==> src/rtl/mips_multicycle_ctrl.sv <==
// ---------------------------------------------------------------------------
// mips_multicycle_ctrl
// Moore-style control unit for a shared-memory multi-cycle MIPS datapath.
// Memory accesses (instruction fetch, load, store) use a MEM_REQ/MEM_READY
// handshake and are abandoned into a sticky error state when MEM_READY does
// not arrive within MEM_TIMEOUT cycles (MEM_TIMEOUT = 0 waits forever).
//
// Optional feature macro: MIPS_IMM_ALU_EN
//   defined   -> addi/andi/ori run through IEXEC(10) and IWB(11)
//   undefined -> those opcodes are treated as illegal (pulse + back to FETCH)
// ---------------------------------------------------------------------------
module mips_multicycle_ctrl #(
    parameter int MEM_TIMEOUT = 16,
    parameter int WAIT_CNT_W  = 8
) (
    input  logic       CLK,
    input  logic       RESET_N,
    input  logic [5:0] OPCODE,
    input  logic       MEM_READY,
    output logic       MEM_REQ,
    output logic       MemRead,
    output logic       MemWrite,
    output logic       IorD,
    output logic       IRWrite,
    output logic       PCWrite,
    output logic       PCWriteCond,
    output logic [1:0] PCSource,
    output logic [1:0] ALUOp,
    output logic       ALUSrcA,
    output logic [1:0] ALUSrcB,
    output logic       RegWrite,
    output logic       RegDst,
    output logic       MemtoReg,
    output logic [3:0] STATE,
    output logic       ILLEGAL_OP,
    output logic       MEM_ERR
);

    // Opcode field values decoded in DECODE and MEMADR
    localparam logic [5:0] OP_RTYPE = 6'b000000;
    localparam logic [5:0] OP_J     = 6'b000010;
    localparam logic [5:0] OP_BEQ   = 6'b000100;
    localparam logic [5:0] OP_LW    = 6'b100011;
    localparam logic [5:0] OP_SW    = 6'b101011;
`ifdef MIPS_IMM_ALU_EN
    localparam logic [5:0] OP_ADDI  = 6'b001000;
    localparam logic [5:0] OP_ANDI  = 6'b001100;
    localparam logic [5:0] OP_ORI   = 6'b001101;
`endif

    // Timeout fires on the last counted cycle; a zero timeout never fires
    localparam bit                    TIMEOUT_EN   = (MEM_TIMEOUT != 0);
    localparam logic [WAIT_CNT_W-1:0] TIMEOUT_LAST =
        WAIT_CNT_W'((MEM_TIMEOUT == 0) ? 0 : MEM_TIMEOUT - 1);
    localparam logic [WAIT_CNT_W-1:0] CNT_ONE      = WAIT_CNT_W'(1);
    localparam logic [WAIT_CNT_W-1:0] CNT_MAX      = '1;

    typedef enum logic [3:0] {
        FETCH  = 4'd0,
        DECODE = 4'd1,
        MEMADR = 4'd2,
        MEMRD  = 4'd3,
        MEMWB  = 4'd4,
        MEMWR  = 4'd5,
        EXEC   = 4'd6,
        RWB    = 4'd7,
        BRANCH = 4'd8,
        JUMP   = 4'd9,
`ifdef MIPS_IMM_ALU_EN
        IEXEC  = 4'd10,
        IWB    = 4'd11,
`endif
        ERR    = 4'd15
    } state_t;

    // Moore control word; IRWrite and the fetch-time PCWrite are handled
    // separately because they depend on MEM_READY.
    typedef struct packed {
        logic       memReq;
        logic       memRead;
        logic       memWrite;
        logic       iorD;
        logic       pcWrite;
        logic       pcWriteCond;
        logic [1:0] pcSource;
        logic [1:0] aluOp;
        logic       aluSrcA;
        logic [1:0] aluSrcB;
        logic       regWrite;
        logic       regDst;
        logic       memtoReg;
    } ctrl_t;

    state_t                r_state;
    ctrl_t                 r_ctrl;
    logic [WAIT_CNT_W-1:0] r_waitCnt;
    logic                  r_memErr;

    state_t w_nextState;
    logic   w_waitState;
    logic   w_timeout;
    logic   w_decodedOp;
    logic   w_inFetch;

    // Control word asserted while the FSM sits in a given state
    function automatic ctrl_t decodeCtrl(input state_t s);
        ctrl_t c;
        c = '0;
        case (s)
            FETCH: begin
                c.memReq  = 1'b1;
                c.memRead = 1'b1;
                c.aluSrcB = 2'b01;
            end
            DECODE: begin
                c.aluSrcB = 2'b11;
            end
            MEMADR: begin
                c.aluSrcA = 1'b1;
                c.aluSrcB = 2'b10;
            end
            MEMRD: begin
                c.memReq  = 1'b1;
                c.memRead = 1'b1;
                c.iorD    = 1'b1;
            end
            MEMWB: begin
                c.regWrite = 1'b1;
                c.memtoReg = 1'b1;
            end
            MEMWR: begin
                c.memReq   = 1'b1;
                c.memWrite = 1'b1;
                c.iorD     = 1'b1;
            end
            EXEC: begin
                c.aluSrcA = 1'b1;
                c.aluOp   = 2'b10;
            end
            RWB: begin
                c.regWrite = 1'b1;
                c.regDst   = 1'b1;
            end
            BRANCH: begin
                c.aluSrcA     = 1'b1;
                c.aluOp       = 2'b01;
                c.pcWriteCond = 1'b1;
                c.pcSource    = 2'b01;
            end
            JUMP: begin
                c.pcWrite  = 1'b1;
                c.pcSource = 2'b10;
            end
`ifdef MIPS_IMM_ALU_EN
            IEXEC: begin
                c.aluSrcA = 1'b1;
                c.aluSrcB = 2'b10;
                c.aluOp   = 2'b11;
            end
            IWB: begin
                c.regWrite = 1'b1;
            end
`endif
            default: c = '0;
        endcase
        return c;
    endfunction

    assign w_inFetch   = (r_state == FETCH);
    assign w_waitState = (r_state == FETCH) || (r_state == MEMRD) || (r_state == MEMWR);
    assign w_timeout   = TIMEOUT_EN && (r_waitCnt == TIMEOUT_LAST) && !MEM_READY;

    // Flag opcodes this build knows how to execute
    always_comb begin
        case (OPCODE)
            OP_LW, OP_SW, OP_RTYPE, OP_BEQ, OP_J: w_decodedOp = 1'b1;
`ifdef MIPS_IMM_ALU_EN
            OP_ADDI, OP_ANDI, OP_ORI:             w_decodedOp = 1'b1;
`endif
            default:                              w_decodedOp = 1'b0;
        endcase
    end

    // Next-state selection; MEM_READY wins over a same-cycle timeout
    always_comb begin
        w_nextState = r_state;
        case (r_state)
            FETCH: begin
                if (MEM_READY)      w_nextState = DECODE;
                else if (w_timeout) w_nextState = ERR;
            end
            DECODE: begin
                case (OPCODE)
                    OP_LW, OP_SW:             w_nextState = MEMADR;
                    OP_RTYPE:                 w_nextState = EXEC;
                    OP_BEQ:                   w_nextState = BRANCH;
                    OP_J:                     w_nextState = JUMP;
`ifdef MIPS_IMM_ALU_EN
                    OP_ADDI, OP_ANDI, OP_ORI: w_nextState = IEXEC;
`endif
                    default:                  w_nextState = FETCH;
                endcase
            end
            MEMADR:  w_nextState = (OPCODE == OP_SW) ? MEMWR : MEMRD;
            MEMRD: begin
                if (MEM_READY)      w_nextState = MEMWB;
                else if (w_timeout) w_nextState = ERR;
            end
            MEMWB:   w_nextState = FETCH;
            MEMWR: begin
                if (MEM_READY)      w_nextState = FETCH;
                else if (w_timeout) w_nextState = ERR;
            end
            EXEC:    w_nextState = RWB;
            RWB:     w_nextState = FETCH;
            BRANCH:  w_nextState = FETCH;
            JUMP:    w_nextState = FETCH;
`ifdef MIPS_IMM_ALU_EN
            IEXEC:   w_nextState = IWB;
            IWB:     w_nextState = FETCH;
`endif
            ERR:     w_nextState = ERR;
            default: w_nextState = FETCH;
        endcase
    end

    // State, registered control word, saturating wait counter and sticky error
    always_ff @(posedge CLK or negedge RESET_N) begin
        if (!RESET_N) begin
            r_state   <= FETCH;
            r_ctrl    <= decodeCtrl(FETCH);
            r_waitCnt <= '0;
            r_memErr  <= 1'b0;
        end else begin
            r_state <= w_nextState;
            r_ctrl  <= decodeCtrl(w_nextState);
            if (w_nextState != r_state) begin
                r_waitCnt <= '0;
            end else if (w_waitState && !MEM_READY && (r_waitCnt != CNT_MAX)) begin
                r_waitCnt <= r_waitCnt + CNT_ONE;
            end
            if (w_nextState == ERR) begin
                r_memErr <= 1'b1;
            end
        end
    end

    // Every strobe is forced low while reset is held, without waiting for CLK
    assign MEM_REQ     = RESET_N & r_ctrl.memReq;
    assign MemRead     = RESET_N & r_ctrl.memRead;
    assign MemWrite    = RESET_N & r_ctrl.memWrite;
    assign IorD        = RESET_N & r_ctrl.iorD;
    assign IRWrite     = RESET_N & w_inFetch & MEM_READY;
    assign PCWrite     = RESET_N & (r_ctrl.pcWrite | (w_inFetch & MEM_READY));
    assign PCWriteCond = RESET_N & r_ctrl.pcWriteCond;
    assign PCSource    = {2{RESET_N}} & r_ctrl.pcSource;
    assign ALUOp       = {2{RESET_N}} & r_ctrl.aluOp;
    assign ALUSrcA     = RESET_N & r_ctrl.aluSrcA;
    assign ALUSrcB     = {2{RESET_N}} & r_ctrl.aluSrcB;
    assign RegWrite    = RESET_N & r_ctrl.regWrite;
    assign RegDst      = RESET_N & r_ctrl.regDst;
    assign MemtoReg    = RESET_N & r_ctrl.memtoReg;
    assign STATE       = r_state;
    assign ILLEGAL_OP  = RESET_N & (r_state == DECODE) & ~w_decodedOp;
    assign MEM_ERR     = r_memErr;

endmodule

==> config.mk <==
export PLATFORM = sky130hd
export DESIGN_NAME = mips_multicycle_ctrl
export DESIGN_NICKNAME = d
export VERILOG_FILES = /design/src/rtl/mips_multicycle_ctrl.sv
export SDC_FILE = /design/constraint.sdc
export NUM_CORES = 1
export LEC_CHECK = 0
export CAP_MARGIN = 20
export CORE_MARGIN = 3
export CORE_UTILIZATION = 25
export DETAILED_ROUTE_END_ITERATION = 12
export RECOVER_POWER = 25
export SLEW_MARGIN = 30
export SYNTH_ARGS = -nofsm -noshare
export SYNTH_HDL_FRONTEND = slang
export SYNTH_SLANG_ARGS = --single-unit
export TNS_END_PERCENT = 30
==> constraint.sdc <==
create_clock -name CLK -period 2.1 [get_ports CLK]
set_input_delay 0.21 -clock CLK [delete_from_list [all_inputs] [get_ports CLK]]
set_output_delay 0.21 -clock CLK [all_outputs]
set_load 0.05 [all_outputs]
=== Word-level counts from Yosys, hierarchy flattened ===
Cells that the tools add are included.

* Register bits after elaboration: 29
* Bits of input ports: 9
* Output and inout bits: 23
* Word-level logic and storage cells: 100

* Add/subtract/negate cells: 1
* Equal/unequal tests: 23
* Multiplexer cells: 23
* Bitwise gates (word level): 20
* Reductions and logical operators: 17

{| class="wikitable"
|+ Operator list
! cell !! count
|-
| 4-bit case mux with 7 select lines || 1
|-
| 4-bit by 3-bit equality test with 1-bit output, second input constant || 6
|-
| 4-bit by 2-bit equality test with 1-bit output, second input constant || 4
|-
| 4-bit equality test, second input constant || 4
|-
| 4-bit two-way mux || 4
|-
| 8-bit two-way mux || 2
|-
| 4-bit case mux with 4 select lines || 1
|-
| 1-bit bitwise AND || 15
|-
| 6-bit equality test, second input constant || 2
|-
| 1-bit two-way mux || 11
|-
| 8-bit by 1-bit adder with 8-bit output, second input constant || 1
|-
| 4-bit by 1-bit equality test with 1-bit output, second input constant || 2
|-
| 8-bit by 4-bit equality test with 1-bit output, second input constant || 1
|-
| 4-bit logical NOT || 2
|-
| 8-bit != test, second input constant || 1
|-
| 2-bit case mux with 2 select lines || 2
|-
| 2-bit OR reduction || 4
|-
| 2-bit bitwise AND || 3
|-
| 6-bit by 2-bit equality test with 1-bit output, second input constant || 1
|-
| 6-bit by 3-bit equality test with 1-bit output, second input constant || 1
|-
| 6-bit logical NOT || 1
|-
| 2-bit case mux with 3 select lines || 1
|-
| 3-bit OR reduction || 2
|-
| 5-bit OR reduction || 1
|-
| 8 further kinds || 11
|}

=== Longest topological paths before layout ===
Gate-level depths: netlist of the first run.

* Depth in word-level cells: 8
* Mapped depth: 7
* Gate-level depth less buffers: 7

=== Worst setup path after synthesis of the first run ===
No wires, ideal clock.

* Kind: register to output
* Start point: register r_state[2], in the netlist STATE[2]
* End point: output ILLEGAL_OP
* Data arrival time: 2.196 ns
* Data required time: 1.890 ns
* Path slack: -0.306 ns
* Stages on the path, launching flop included: 5
* Path buffers: 1
* Path through: dfrtp_1 -> buf_6 -> nor4b_1 -> o311ai_0 -> a21oi_1

* Word-level cells in the longest chain between the ends: 3

{| class="wikitable"
|+ Ends and longest elaborated chain
! item !! RTL line !! source
|-
| from (decl) || 94 || <nowiki>state_t r_state;</nowiki>
|-
| from (signal assigned) || 235 || <nowiki>r_state <= w_nextState;</nowiki>
|-
| 4-bit by 1-bit equality test with 1-bit output || 264 || <nowiki>assign ILLEGAL_OP = RESET_N & (r_state == DECODE) & ~w_decodedOp;</nowiki>
|-
| 1-bit bitwise AND (2 in a row) || 264 ||
|-
| to (decl) || 35 || <nowiki>output logic ILLEGAL_OP,</nowiki>
|}

No other way between the ends.

=== Final worst setup path of the first run ===
* Start point: register r_waitCnt[5]
* End point: register r_ctrl[5] in the netlist's numbering

* Word-level cells in the longest chain between the ends: 8
* Elaborated cells between the ends (all ways): 12
* Those cells by class: eq/ne: 4; mux: 6; reduce/logical: 2

{| class="wikitable"
|+ Ends and longest elaborated chain
! item !! RTL line !! source
|-
| from (decl) || 96 || <nowiki>logic [WAIT_CNT_W-1:0] r_waitCnt;</nowiki>
|-
| from (signal assigned) || 240 || <nowiki>r_waitCnt <= r_waitCnt + CNT_ONE;</nowiki>
|-
| 8-bit by 4-bit equality test with 1-bit output (*) || 171 || <nowiki>assign w_timeout = TIMEOUT_EN && (r_waitCnt == TIMEOUT_LAST) && !MEM_READY;</nowiki>
|-
| 1-bit logical AND (*) || 171 ||
|-
| 4-bit two-way mux (*) || 190, 207, 212 ||
|-
| 4-bit two-way mux (on tied branches) || 211, 189, 206 ||
|-
| 4-bit case mux with 7 select lines (*) || 187 || <nowiki>case (r_state)</nowiki>
|-
| net w_nextState[0] || 99 || <nowiki>state_t w_nextState;</nowiki>
|-
| 4-bit equality test, or another cell as far along || 109 || <nowiki>case (s)</nowiki>
|-
| 3-bit OR reduction (no line) (*) || -- ||
|-
| 1-bit two-way mux (*) || 109 ||
|-
| to (signal assigned) || 231 || <nowiki>r_ctrl <= decodeCtrl(FETCH);</nowiki>
|-
| to (signal assigned) || 236 || <nowiki>r_ctrl <= decodeCtrl(w_nextState);</nowiki>
|-
| to (decl) || 95 || <nowiki>ctrl_t r_ctrl;</nowiki>
|}

The timed path passes the listed nets; every way through them passes the cells marked *.
A chain may end at the register's enable or synchronous reset.

==> impl_results.md, run 1 <==
* Setup TNS after final layout at 0 ns
* Routed wire length at 4290 um
* Total leakage power at 1.17 nW
* Width of the die at 90.5 um
* Global route overflow at 0
* Count of yosys warnings during synthesis at 0
* Clock Pin Slew Worst Setup and Hold Paths at 0.09 ns
* Cell-by-cell trace of the critical path: or4b_4 -> nor4_2 -> o32a_2 -> o21a_1 -> o21ai_1
* Slew margin rel. at 66.0%
* Number of fill cells in the layout at 670
* Cell taking the most area after synthesis: dfrtp_1
* Post-synthesis to final-layout area growth at 50.4%
* Endpoints failing hold at 0
* Largest net degree at the start of global routing at 39
* Port Buffer Count at 31
* Type of the most critical hold path: in2async
* Standard cell with the maximum stage delay on the critical path: or4b_4
* Sequential share of power at 25.7%
* Deepest level of the CTS H-tree at 1
* Cell at the root of the clock tree: clkbuf_8
* Cell area after synthesis at 0.00179 mm^2
* Max FO, Critical Path at 5
* CP peak stage delay at 0.60 ns
* First-pass GRT wire length at 7060 um
* Routability congestion estimate from global placement at 0.764
* Die Footprint at 0.00820 mm^2
* Clock latency of the later-clocked register in the worst-skew pair at 0.27 ns
* Final Setup Violations at 0
* Detailed placement HPWL at 3260 um
* Most used flip-flop cell after synthesis: dfrtp_1
* First DRT Iteration DRCs at 66
* Dominant cells by area after synthesis: dfrtp_1, and2_1, nor3_1, dfstp_2, xor2_1
* # nets final at 244
* Pins over their slew limit at 0
* Worst IR drop on VDD at 0.427 mV
* Type of the setup path with the least slack: reg2reg
* Min Clock Period, post-route at 2.08 ns
* Number of maximum-capacitance violations at 0
* Total number of vias at 1520
* Fraction of the yosys area taken by sequential cells at 39.4%
* Synth Area per Inst at 10.2 um^2
* Number of enable-type register cells in the synthesized netlist at 0
* Clk pwr share at 13.9%
* Post-synth ARST share at 100%
* Number of antenna repair diodes at 0
* Net Sw Power at 1.23 mW
* RSZ-0062 raised after global routing: yes
* Slew @ Worst Pin at 0.508 ns
* Number of antenna violations at the first check in global routing at 0
* Number of standard-cell rows in the floorplan at 30
* Most frequent cells in the layout: buf_4, dfrtp_1, buf_12, nor3_1, and2_1
* Internal at 1.75 mW
* Share of final-layout standard cells stronger than drive strength 1 at 39.1%
* Clock skew at 0.00884 ns
* Number of storage elements in the synthesis netlist at 28
* Maximum clock rate at 480 MHz
* Switching share of power at 41.3%
* Drt via density at 4.62
* Number of buffers inserted during clock tree synthesis at 3
* Total GRT Usage at 10.4%
* TritonRoute pass-1 iters at 4
* Number of unique standard cell types used by synthesis at 65
* Effective utilization at floorplan at 26.0%
* Number of primary I/O pins at 32
* Number of instances in the synthesized netlist at 176
* Worst Setup End Kind: flop
* Post-route fraction of the period consumed by the critical path at 99.2%
* Power share of the combinational group at 60.4%
* Pwr Density at 1110 mW/mm^2
* CTS tree: yes
* Overall Power at 2.98 mW
* DRT antenna net count at 0
* Clock Sinks at 28
* Post-detailed-route wirelength per cell at 13.0 um
* Floorplan Core Area at 0.00687 mm^2
* Worst Setup Start Kind: flop
* Fraction of synthesized cell area taken by the top area cell type at 35.0%
* Most common library cell in the layout ignoring fill and taps: buf_4
* Final routed DRC violation total at 0
* Die Ht at 90.5 um
* Synthesized netlist net count at 186
* Arrival @ worst endpoint at 2.24 ns
* WP data required at 2.26 ns
* Buffer depth of the longest clock path at 2
* Via count of the first global-routing pass at 1414
* Status: completed
## critical path, delay by kind of cell (launching register included)
kind | cells | cell delay (ns)
simple gates | 2 | 0.95
flops | 1 | 0.40
compound gates | 3 | 0.62
## metrics by stage
step                cell area, um^2  utilization [%]  hold WS [ns]  setup slack [ns]  instances
CTS                            2640             38.4         0.201            0.0126        325
finish                         2690             39.1         0.275            0.0169        329
floorplan                      1790                -       -0.0856           -0.0342        176
global placement               2550             37.2         0.446           -0.0538        321
detailed placement             2550             37.2         0.459           -0.0815        321
global route                   2690             39.1         0.271           -0.0404        329
## Yosys cell counts, types with 2 or more instances
library cell  instances
nand2b_1              2
and3_1                2
a31oi_1               2
o21a_1                3
nand3_1               6
nor4_1                2
clkbuf_8              2
dfrtp_1              25
and3_2                3
a211oi_1              2
buf_6                 4
dfstp_2               3
xor2_1                9
a21o_1                3
o21bai_1              2
o2bb2ai_1             2
nor3_1               16
mux2i_1               2
nand2_1               5
nor2_1                9
a21oi_1               6
and2_1               15
inv_1                 4
clkbuf_1              2
buf_4                 2
o21ai_1               3
or3_1                 2
## cells by family after synthesis
| logic type | share of synthesized area [%] |
|---|---|
| AND/OR/NAND/NOR | 27.7 |
| XOR/XNOR | 4.90 |
| adder cells (fa/ha/maj) | 0.700 |
| multiplexers | 1.12 |
| buffers and inverters | 6.65 |
| AO/OA/AOI/OAI | 19.5 |
| flip-flops | 39.4 |
## metal layers
metal	vias up	GRT usage, %	wire length, um
met5	-	0	0
met4	0	2.68	34
li1	770	-	-
met2	26	16.5	2030
met1	720	14.5	2090
met3	4	2.17	131
## power by group through the flow
stage	Sequential (mW)	Clock, mW	Combinational [mW]
after floorplan	0.816	0	1.08
after global placement	0.780	0	1.70
after detailed placement	0.777	0	1.72
after CTS	0.775	0.425	1.74
after global routing	0.784	0.458	1.93
final	0.768	0.415	1.80
## final timing paths
path,slack [ns],end,from,depth (start not counted)
max in group asynchronous,1.28,r_ctrl[15],RESET_N,2
min in group CLK,0.47,MEM_ERR,MEM_ERR,1
hold / removal,0.28,r_ctrl[11],RESET_N,1
setup reg to reg,0.02,r_ctrl[5],r_waitCnt[5],5
hold reg to reg,0.47,MEM_ERR,MEM_ERR,1
setup / recovery,0.02,r_ctrl[5],r_waitCnt[5],5
## state kept, by name (all words and copies together), names as in the netlist
register and flops:
STATE 4, r_waitCnt 8, MEM_ERR 1, r_ctrl 15
## what timing repair did
item | in CTS | in global routing
buffers inserted | 0 | 4
endpoints found under the hold margin | 0 | 0
pin swaps | 0 | 1
gates resized for setup | 4 | 5
setup endpoints to repair | 2 | 17
hold buffers | 0 | 0
## final cells by class
class | instances | area, um^2 | area share [%]
Clock buffer | 3 | 41.3 | 1.54
Clock inverter | 1 | 30.0 | 1.12
Inverter | 5 | 18.8 | 0.698
Multi-Input combinational cell | 132 | 1000 | 37.2
Sequential cell | 28 | 709 | 26.4
Tap cell | 96 | 120 | 4.47
Timing Repair Buffer | 64 | 768 | 28.6
Note: power is estimated with default switching activity, not from simulation.
==> inputs of run 2 (changes only) <==
- clock period: 2.1 -> 2.71 ns (I/O delays scaled with it)
==> run 2 against run 1 <==
Non-clock buffer count shrank 28. Total power shrank 32%. Global-route usage shrank 0.87 points. Combinational power shrank 34%. Sequential power shrank 20%. Routed wire length shrank 13%. Via count shrank 7.8%. Clock skew shrank 0.0027 ns. Sequential share of layout area grew 3.1 points. Setup slack gained 0.29 ns. Largest cell class unchanged.
==> impl_results.md, run 2 (synthesized netlist as in run 1, its figures left out) <==
* Most frequent cells in the layout: dfrtp_1, buf_12, nor3_1, and2_1, clkdlybuf4s50_1 (was buf_4, dfrtp_1, buf_12, nor3_1, and2_1)
* Share of final-layout standard cells stronger than drive strength 1 at 24.9% (was 39.1%)
* Die Footprint at 0.00820 mm^2 (unchanged)
* Routability congestion estimate from global placement at 0.801 (was 0.764)
* Pins over their slew limit at 0 (unchanged)
* Number of maximum-capacitance violations at 0 (unchanged)
* Type of the most critical hold path: in2async (unchanged)
* Buffer depth of the longest clock path at 2 (unchanged)
* Number of primary I/O pins at 32 (unchanged)
* CTS tree: yes (unchanged)
* Number of buffers inserted during clock tree synthesis at 3 (unchanged)
* Maximum clock rate at 416 MHz
* Total GRT Usage at 9.57% (was 10.4%)
* First DRT Iteration DRCs at 51 (was 66)
* Status: completed (unchanged)
* # nets final at 216 (was 244)
* Drt via density at 4.65 (was 4.62)
* Clock skew at 0.00611 ns (was 0.00884 ns)
* Reg with most FFs: r_ctrl (unchanged)
* Endpoints failing hold at 0 (unchanged)
* DRT antenna net count at 0 (unchanged)
* Worst Setup End Kind: output pin (was flop)
* First-pass GRT wire length at 6490 um (was 7060 um)
* Number of fill cells in the layout at 692 (was 670)
* Routed wire length at 3750 um (was 4290 um)
* Standard cell with the maximum stage delay on the critical path: dfrtp_1 (was or4b_4)
* Max FFs per register at 15 (unchanged)
* Detailed placement HPWL at 2880 um (was 3260 um)
* Final Setup Violations at 0 (unchanged)
* Number of antenna violations at the first check in global routing at 0 (unchanged)
* Port Buffer Count at 31 (unchanged)
* TritonRoute pass-1 iters at 4 (unchanged)
* Width of the die at 90.5 um (unchanged)
* Largest net degree at the start of global routing at 30 (was 39)
* Type of the setup path with the least slack: reg2out (was reg2reg)
* Setup TNS after final layout at 0 ns (unchanged)
* Hold_buf cts at 0 (unchanged)
* Die Ht at 90.5 um (unchanged)
* Deepest level of the CTS H-tree at 1 (unchanged)
* Cell at the root of the clock tree: clkbuf_8 (unchanged)
* Slew @ Worst Pin at 0.641 ns (was 0.508 ns)
* Post-route fraction of the period consumed by the critical path at 88.7%
* Floorplan Core Area at 0.00687 mm^2 (unchanged)
* Clock Pin Slew Worst Setup and Hold Paths at 0.09 ns (about the same)
* Final routed DRC violation total at 0 (unchanged)
* Via count of the first global-routing pass at 1391 (was 1414)
* Post-cts resize count at 0 (was 4)
* Clock latency of the later-clocked register in the worst-skew pair at 0.27 ns (about the same)
* Total leakage power at 1.00 nW (was 1.17 nW)
* Cell-by-cell trace of the critical path: nor4b_1 -> o311ai_0 -> a21oi_1 -> buf_12 (was or4b_4 -> nor4_2 -> o32a_2 -> o21a_1 -> o21ai_1)
* Most common library cell in the layout ignoring fill and taps: dfrtp_1 (was buf_4)
* Min Clock Period, post-route at 2.40 ns
* Post-synthesis to final-layout area growth at 33.7% (was 50.4%)
* WP data required at 2.44 ns (was 2.26 ns)
* Total number of vias at 1401 (was 1520)
* Post-detailed-route wirelength per cell at 12.5 um (was 13.0 um)
* RSZ-0062 raised after global routing: no (was yes)
* Arrival @ worst endpoint at 2.13 ns (was 2.24 ns)
* CP peak stage delay at 0.62 ns (was 0.60 ns)
* Pwr Density at 846 mW/mm^2 (was 1110 mW/mm^2)
* Worst IR drop on VDD at 0.317 mV (was 0.427 mV)
* Clock Sinks at 28 (unchanged)
* Storage element area at 704 um^2 (was 709 um^2)
* Max FO, Critical Path at 20 (was 5)
* Effective utilization at floorplan at 26.0% (unchanged)
* Number of antenna repair diodes at 0 (unchanged)
* Final core utilization at 34.8% (was 39.1%)
* Area of the multi-input gates at 963 um^2 (was 1000 um^2)
* Global route overflow at 0 (unchanged)
* Slew margin rel. at 57.3% (was 66.0%)
* Setup Fix Bufs, Post-CTS at 0 (unchanged)
* Number of standard-cell rows in the floorplan at 30 (unchanged)
* Worst Setup Start Kind: flop (unchanged)
## run 2: cell types whose count changed in the layout (fill, tap and decap cells not counted), sizes merged
cell,before,now
buf,53,22
bufinv,1,0
clkbuf,3,5
clkdlybuf4s50,10,12
## run 2: final timing paths
| path | startpoint | endpoint | slack, ns | cells after the start |
|---|---|---|---|---|
| max | STATE[3] | ILLEGAL_OP | 0.31 | 4 |
| min | RESET_N | r_ctrl[6] | 0.39 | 1 |
| max reg2reg | STATE[3] | r_ctrl[15] | 0.51 | 6 |
| min reg2reg | MEM_ERR | MEM_ERR | 0.49 | 1 |
| max in group asynchronous | RESET_N | r_waitCnt[6] | 1.71 | 2 |
| min in group CLK | MEM_ERR | MEM_ERR | 0.49 | 1 |
## run 2: critical path: cells and delay by family (launching register included)
family / cells / cell delay [ns]
AO/OA/AOI/OAI: 2 / 0.50
buffers and inverters: 1 / 0.18
flip-flops: 1 / 0.62
AND/OR/NAND/NOR: 1 / 0.56
## run 2: stage by stage
step | hold slack, ns | instances | worst slack, ns | cell area [um^2] | power (mW)
global placement | 0.482 | 297 | 0.466 | 2350 | 1.80
finish | 0.395 | 301 | 0.307 | 2390 | 2.02
floorplan | -0.0246 | 176 | 0.243 | 1790 | 1.46
global route | 0.412 | 301 | 0.0717 | 2390 | 2.16
detailed placement | 0.488 | 297 | 0.430 | 2350 | 1.81
CTS | 0.319 | 301 | 0.300 | 2390 | 2.04
## run 2: layout make-up
type                            count  area share (%)
Timing Repair Buffer               36            22.5
Clock buffer                        4            1.89
Inverter                            5           0.786
Multi-Input combinational cell    132            40.3
Tap cell                           96            5.03
Sequential cell                    28            29.5
## run 2: power by group
group / switching, mW / total [mW] / internal, mW
clock: 0.122 / 0.227 / 0.105
sequential: 0.102 / 0.616 / 0.514
combinational: 0.667 / 1.18 / 0.510
## run 2: metal layers
layer	routed length [um]	up-vias	GRT usage, %
met5	0	-	0
met4	25	0	3.06
met3	174	2	2.00
met2	1770	33	15.7
met1	1770	658	12.6
li1	-	708	-
==> inputs of run 3 (changes only) <==
- CELL_PAD_IN_SITES_DETAIL_PLACEMENT: default -> 0
- CELL_PAD_IN_SITES_GLOBAL_PLACEMENT: default -> 1
- PLACE_DENSITY: default -> 0.52
==> run 3 against run 2 <==
Clock skew fell by 0.0023 ns. Setup slack improved by 0.096 ns. First-iteration DRC count rose by 78%. Total power rose by 7.2%. Maximum frequency rose by 4.1%. Design area rose by 0.84%. Register-to-register slack got worse by 0.05 ns. Sequential share of layout area fell by 0.25 points. Largest power group unchanged. Highest routed layer unchanged.
==> impl_results.md, run 3 (synthesized netlist as in run 1, its figures left out) <==
* Width of the die at 90.5 um (unchanged)
* WP data required at 2.44 ns (about the same)
* Number of antenna violations at the first check in global routing at 0 (unchanged)
* Post-route fraction of the period consumed by the critical path at 85.1% (was 88.7%)
* Post-route worst hold slack at 0.313 ns (was 0.395 ns)
* Global route overflow at 0 (unchanged)
* Detailed placement HPWL at 3520 um (was 2880 um)
* Pwr Density at 899 mW/mm^2 (was 846 mW/mm^2)
* Clock Pin Slew Worst Setup and Hold Paths at 0.10 ns (was 0.09 ns)
* Max FO, Critical Path at 20 (unchanged)
* Number of standard-cell rows in the floorplan at 30 (unchanged)
* Total leakage power at 1.01 nW (was 1.00 nW)
* Reg with most FFs: r_ctrl (unchanged)
* Deepest level of the CTS H-tree at 1 (unchanged)
* Number of maximum-capacitance violations at 0 (unchanged)
* Post-detailed-route wirelength per cell at 15.1 um (was 12.5 um)
* Die Footprint at 0.00820 mm^2 (unchanged)
* Final core utilization at 35.1% (was 34.8%)
* Worst Setup Start Kind: flop (unchanged)
* Type of the setup path with the least slack: reg2out (unchanged)
* Clock skew at 0.00386 ns (was 0.00611 ns)
* Final Setup Violations at 0 (unchanged)
* Type of the most critical hold path: in2async (unchanged)
* Total number of vias at 1448 (was 1401)
* Clock Sinks at 28 (unchanged)
* Routed wire length at 4530 um (was 3750 um)
* Most frequent cells in the layout: dfrtp_1, buf_12, nor3_1, and2_1, clkdlybuf4s50_1 (unchanged)
* Arrival @ worst endpoint at 2.04 ns (was 2.13 ns)
* Port Buffer Count at 31 (unchanged)
* Max FFs per register at 15 (unchanged)
* Maximum clock rate at 433 MHz (was 416 MHz)
* # nets final at 216 (unchanged)
* DRT antenna net count at 0 (unchanged)
* Slew @ Worst Pin at 0.842 ns (was 0.641 ns)
* Effective utilization at floorplan at 26.0% (unchanged)
* TritonRoute pass-1 iters at 6 (was 4)
* Most common library cell in the layout ignoring fill and taps: dfrtp_1 (unchanged)
* Number of primary I/O pins at 32 (unchanged)
* Via count of the first global-routing pass at 1517 (was 1391)
* Endpoints failing hold at 0 (unchanged)
* Slew margin rel. at 43.9% (was 57.3%)
* Final routed DRC violation total at 0 (unchanged)
* Worst Setup End Kind: output pin (unchanged)
* Floorplan Core Area at 0.00687 mm^2 (unchanged)
* First DRT Iteration DRCs at 91 (was 51)
* Setup TNS after final layout at 0 ns (unchanged)
* Min Clock Period, post-route at 2.31 ns (was 2.40 ns)
* Routability congestion estimate from global placement at 0.798 (was 0.801)
* Share of final-layout standard cells stronger than drive strength 1 at 25.9% (was 24.9%)
* Setup Fix Bufs, Post-CTS at 0 (unchanged)
* CTS tree: yes (unchanged)
* Largest net degree at the start of global routing at 25 (was 30)
* Status: completed (unchanged)
* Buffer depth of the longest clock path at 2 (unchanged)
* Worst IR drop on VDD at 0.270 mV (was 0.317 mV)
* Number of fill cells in the layout at 692 (unchanged)
* Number of buffers inserted during clock tree synthesis at 3 (unchanged)
* Drt via density at 4.81 (was 4.65)
* RSZ-0062 raised after global routing: no (unchanged)
* Post-synthesis to final-layout area growth at 34.8% (was 33.7%)
* Number of antenna repair diodes at 0 (unchanged)
* Clock latency of the later-clocked register in the worst-skew pair at 0.28 ns (was 0.27 ns)
* Pins over their slew limit at 0 (unchanged)
* Cell at the root of the clock tree: clkbuf_8 (unchanged)
* First-pass GRT wire length at 7730 um (was 6490 um)
* Die Ht at 90.5 um (unchanged)
* Total GRT Usage at 11.5% (was 9.57%)
run 3: final cells by class:
type	instances	area, um^2	area share (%)
multi-input combinational	132	970	40.3
tap	96	120	4.99
clock inverter	1	30.0	1.25
clock buffer	3	41.3	1.71
inverter	5	18.8	0.779
sequential	28	704	29.2
timing repair buffer	36	524	21.8
run 3: stage by stage:
stage	total power, mW	cells	worst slack [ns]	cell area (um^2)
floorplan	1.46	176	0.243	1790
CTS	2.19	301	0.167	2410
global placement	1.82	297	0.400	2330
finish	2.17	301	0.403	2410
detailed placement	1.84	297	0.378	2330
global route	2.30	301	0.215	2410
run 3: timing repair:
action,CTS,global route
endpoints found under the setup margin,0,1
hold buffers,0,0
resized for setup,0,1
run 3: per-layer routing:
metal	wire length, um	up-vias	GRT usage [%]
li1	-	710	-
met1	2030	704	14.4
met2	2310	32	20.6
met3	167	2	1.92
met4	29	0	2.81
met5	0	-	0
run 3: path summary, 6_finish.rpt:
kind / slack [ns] / to / startpoint / depth (start not counted)
worst max-delay path: 0.40 / ILLEGAL_OP / STATE[3] / 4
worst min-delay path: 0.31 / r_ctrl[11] / RESET_N / 1
worst max register to register: 0.46 / r_ctrl[14] / STATE[3] / 5
worst min register to register: 0.50 / MEM_ERR / MEM_ERR / 1
max in group asynchronous: 1.04 / r_waitCnt[6] / RESET_N / 3
min in group CLK: 0.50 / MEM_ERR / MEM_ERR / 1
run 3: critical path, stage by stage (launching register included):
cell	delay, ns
dfrtp_1	0.64
nor4b_2	0.46
o311ai_0	0.22
a21oi_1	0.26
buf_12	0.18
run 3: where the power goes:
| part | internal [mW] | switching (mW) | total (mW) |
|---|---|---|---|
| clock network | 0.198 | 0.143 | 0.341 |
| logic | 0.512 | 0.689 | 1.20 |
| registers | 0.514 | 0.110 | 0.624 |
